--- config.mk ---
export PLATFORM = sky130hd
export DESIGN_NAME = detect_arbiter
export DESIGN_NICKNAME = d
export VERILOG_FILES = /design/src/rtl/detect_arbiter.sv
export SDC_FILE = /design/constraint.sdc
export NUM_CORES = 1
export LEC_CHECK = 0
export ABC_AREA = 1
export BUFFER_PORTS_ARGS = -buffer_cell sky130_fd_sc_hd__buf_2
export CORE_MARGIN = 2
export CORE_UTILIZATION = 58
export DETAILED_ROUTE_END_ITERATION = 12
export GPL_ROUTABILITY_DRIVEN = 1
export PLACE_DENSITY_LB_ADDON = 0.08
export SYNTH_ARGS = -nofsm -noshare
export SYNTH_HDL_FRONTEND = slang
export SYNTH_SLANG_ARGS = --single-unit
--- constraint.sdc ---
create_clock -name clk -period 3.35 [get_ports clk]
set_clock_uncertainty 0.1 [all_clocks]
set_input_delay 0.5025 -clock clk [delete_from_list [all_inputs] [get_ports clk]]
set_output_delay 0.5025 -clock clk [all_outputs]
set_load 0.05 [all_outputs]
--- src/rtl/detect_arbiter.sv ---
// Two-requester round-robin arbiter feeding a registered 4-bit pattern detector,
// with one saturating match counter per requester.
module detect_arbiter #(
    parameter int unsigned CNT_W = 8
) (
    input  logic             clk,
    input  logic             rst_n,
    input  logic             clr,
    input  logic             req0,
    input  logic [3:0]       x0,
    input  logic             req1,
    input  logic [3:0]       x1,
    output logic             gnt0,
    output logic             gnt1,
    output logic             done,
    output logic             y,
    output logic             src,
    output logic             busy,
    output logic [CNT_W-1:0] cnt0,
    output logic [CNT_W-1:0] cnt1
);

    typedef enum logic [1:0] {StIdle, StEval, StDone} state_e;

    state_e           state_q, state_d;
    logic             gnt0_q, gnt0_d, gnt1_q, gnt1_d;
    logic             done_q, done_d, y_q, y_d;
    logic             src_q, src_d, last_q, last_d;
    logic [3:0]       op_q, op_d;
    logic [CNT_W-1:0] cnt0_q, cnt0_d, cnt1_q, cnt1_d;
    logic             hit, win;

    assign hit = op_q inside {4'd3, 4'd6, 4'd7, 4'd9, 4'd10, 4'd11};
    // On a tie the requester not served last wins; otherwise the sole requester wins.
    assign win = (req0 && req1) ? ~last_q : req1;

    always_comb begin
        state_d = state_q;
        gnt0_d  = 1'b0;
        gnt1_d  = 1'b0;
        done_d  = 1'b0;
        y_d     = y_q;
        src_d   = src_q;
        last_d  = last_q;
        op_d    = op_q;
        cnt0_d  = cnt0_q;
        cnt1_d  = cnt1_q;
        unique case (state_q)
            StIdle: begin
                if (req0 || req1) begin
                    gnt0_d  = ~win;
                    gnt1_d  = win;
                    src_d   = win;
                    last_d  = win;
                    op_d    = win ? x1 : x0;
                    state_d = StEval;
                end
            end
            StEval: begin
                y_d     = hit;
                done_d  = 1'b1;
                state_d = StDone;
                if (hit) begin
                    if (src_q) begin
                        if (cnt1_q != '1) cnt1_d = cnt1_q + CNT_W'(1);
                    end else begin
                        if (cnt0_q != '1) cnt0_d = cnt0_q + CNT_W'(1);
                    end
                end
            end
            StDone: state_d = StIdle;
            default: state_d = StIdle;
        endcase
        if (clr) begin
            cnt0_d = '0;
            cnt1_d = '0;
        end
    end

    always_ff @(posedge clk or negedge rst_n) begin
        if (!rst_n) begin
            state_q <= StIdle;
            gnt0_q  <= 1'b0;
            gnt1_q  <= 1'b0;
            done_q  <= 1'b0;
            y_q     <= 1'b0;
            src_q   <= 1'b0;
            last_q  <= 1'b1;
            op_q    <= 4'd0;
            cnt0_q  <= '0;
            cnt1_q  <= '0;
        end else begin
            state_q <= state_d;
            gnt0_q  <= gnt0_d;
            gnt1_q  <= gnt1_d;
            done_q  <= done_d;
            y_q     <= y_d;
            src_q   <= src_d;
            last_q  <= last_d;
            op_q    <= op_d;
            cnt0_q  <= cnt0_d;
            cnt1_q  <= cnt1_d;
        end
    end

    assign gnt0 = gnt0_q;
    assign gnt1 = gnt1_q;
    assign done = done_q;
    assign y    = y_q;
    assign src  = src_q;
    assign busy = (state_q != StIdle);
    assign cnt0 = cnt0_q;
    assign cnt1 = cnt1_q;

endmodule

==> results.ini <==
[place]
dp_cells=272
pre_cts_ws_ps=1740
dp.final_hpwl_mm=2.13
gp_congestion=0.781
portBuffers=34

[yosys]
avgSynthCellArea_um2=7.63
syn_nets=225
synth-seq-cells=28
synth_area_um2=1600
async_flop_share_pct=100
syn-instance-count=210
synth_top_area_share_pct=42.2
yosys-top-cells-area=dfrtp_1, nand2_1, nand3_1
ys_seq_area_share_pct=43.8
yosysWarningCount=0
ys_types=25
yosysMostFrequentCell=nand2_1
ys.flop_type=dfrtp_1
synth_commonest_cells=nand2_1, dfrtp_1, nand3_1
yosys.area.top_type=dfrtp_1
synth_edf_count=0

[worst_setup_path]
ff2ff_path_depth=8
critPathKind=reg -> out
reg2reg_to=cnt1[5]
critPathLaunchType=flop
worst-path-buf-inv=2
crit_fanout=3
critPathTopFamily=flip-flops
endpoint_kind=output pin
crit_slowest_cell=dfrtp_1
required_ps=2750
arrival_ps=1240
slowest_delay_ps=450
r2r_setup_slack_ps=1810
r2r_start=cnt1[0]
worstPathCellList=nor2_1 > inv_1 > buf_2

[job]
drv_cap=0

[routing]
drtAntennaViolNets=0
drt-total-wl_mm=2.86
wl_per_cell_um=10.4
drc=0
first_pass_iters=4
vias=1359
routed_via_density=4.92
first_iter_violations=40

[global_routing]
grt_pass1_vias=1144
grt_start_max_net_pins=29
grt_pass1_wl_mm=5.06
grt_usage_pct=19.8
overflow=0
antenna_found_initial=0

[clock_tree]
cts_tree=yes
cts_sinks=28
path_clk_slew_ps=150
cts_setup_buffers=0
htreeDepth=1
ctsHoldBuffers=0
insertion_delay_ps=320
numCtsBuffers=3
clk_path_buf_depth=2
ctsResizeCount=0
root_buffer=clkbuf_4

[cells_and_area]
finalNetCount=261
finalNonFillerCells=276
num_antenna_cells=0
drive_gt1_share_pct=25.7
layout-area-overhead-vs-synth_pct=13.6

[pwr]
power_mw=1.19
p_leak_nw=1.02
ir_drop_v=0.000501
powerDensity_nw_per_um2=657

[die]
floorplan.io_pins=35
die_h_um=56.5
rows=19
coreArea_um2=2690
initial_core_util_pct=59.6
fp.dieW_um=56.5
dieArea_um2=3200

[sta]
slew_viol_final=0
setup-violations-final=0
final.setup.worst_slack_ps=1500
finalCriticalPeriod_ps=1850
max_freq_mhz=541
max_slew_margin_pct=58.4
tightest_slew_ps=624
rsz0062_at_grt=no
min_period_over_period_pct=55.1
whs_ps=72.7
tns_ps=0
hold_viol_final=0

[hold_path]
hold_path_class=in -> async

[status]
status=complete, no violations

[per-stage QoR]
step | area (um^2) | util, %
6_report | 1820 | 67.7
5_1_grt | 1820 | 67.7
2_1_floorplan | 1600 | -
3_3_place_gp | 1780 | 66.4
3_5_place_dp | 1780 | 66.4
4_1_cts | 1820 | 67.7
[routing by layer]
layer	global-route usage [%]	up-vias	wire length (um)
met4	7.14	0	14
met5	0	-	0
met3	2.07	2	89
met2	30.1	20	1300
met1	29.4	620	1460
li1	-	717	-
[cell type report]
cell class                      instances  area, um^2
Inverter                               23        86.3
Tap cell                               31        38.8
Sequential cell                        28         702
Timing Repair Buffer                   34         170
Multi-Input combinational cell        156         786
Clock buffer                            4        36.3
Fill cell                             245         867
[worst register-to-register path, delay by kind of cell (launching register included)]
family / cells / cell delay [ps]
AND/OR/NAND/NOR: 7 / 710
flip-flops: 1 / 450
adder cells (fa/ha/maj): 1 / 240
[cell families after synthesis]
family | synth area share, %
and+or+nand+nor | 41.6
DFF | 43.8
buffers and inverters | 7.11
AOI/OAI and AO/OA | 3.13
xor gates and xnor gates | 2.73
adders and majority gates | 1.56
[how the worst max path moves through the flow]
stage	from	to	slack (ps)	cells after the start
finish	state_q[1]	busy	1500	3
CTS	state_q[1]	busy	1490	3
global route	state_q[1]	busy	1400	3
global placement	clr	cnt0[2]	1770	7
detailed placement	clr	cnt0[3]	1740	8
floorplan	cnt0[0]	cnt0[4]	1620	9
[report_power, final]
group          switching, mW  total [mW]  leakage [nW]  internal, mW
sequential            0.0636       0.486         0.370         0.422
combinational          0.402       0.546         0.633         0.144
clock                 0.0964       0.163        0.0210        0.0665
total                  0.562        1.19          1.02         0.632
[sequential cells by signal, summed over array words and instances, names as in the netlist]
register  cells
gnt0          1
cnt0          8
done          1
y             1
last_q        1
src           1
state_q       2
gnt1          1
cnt1          8
op_q          4
[cells in the final DEF, fill, tap and decap left out, drive strengths merged]
cell and n:
nor3b 1, o21ai 2, ha 2, nand2 86, nand3b 2, nor2 29, clkinv 1, inv 22
xnor2 1, buf 34, o211ai 1, clkbuf 4, o21bai 3, nand3 24, dfrtp 27, xor2 4
o22ai 1, dfstp 1
Power figures use the tool's default switching activity.
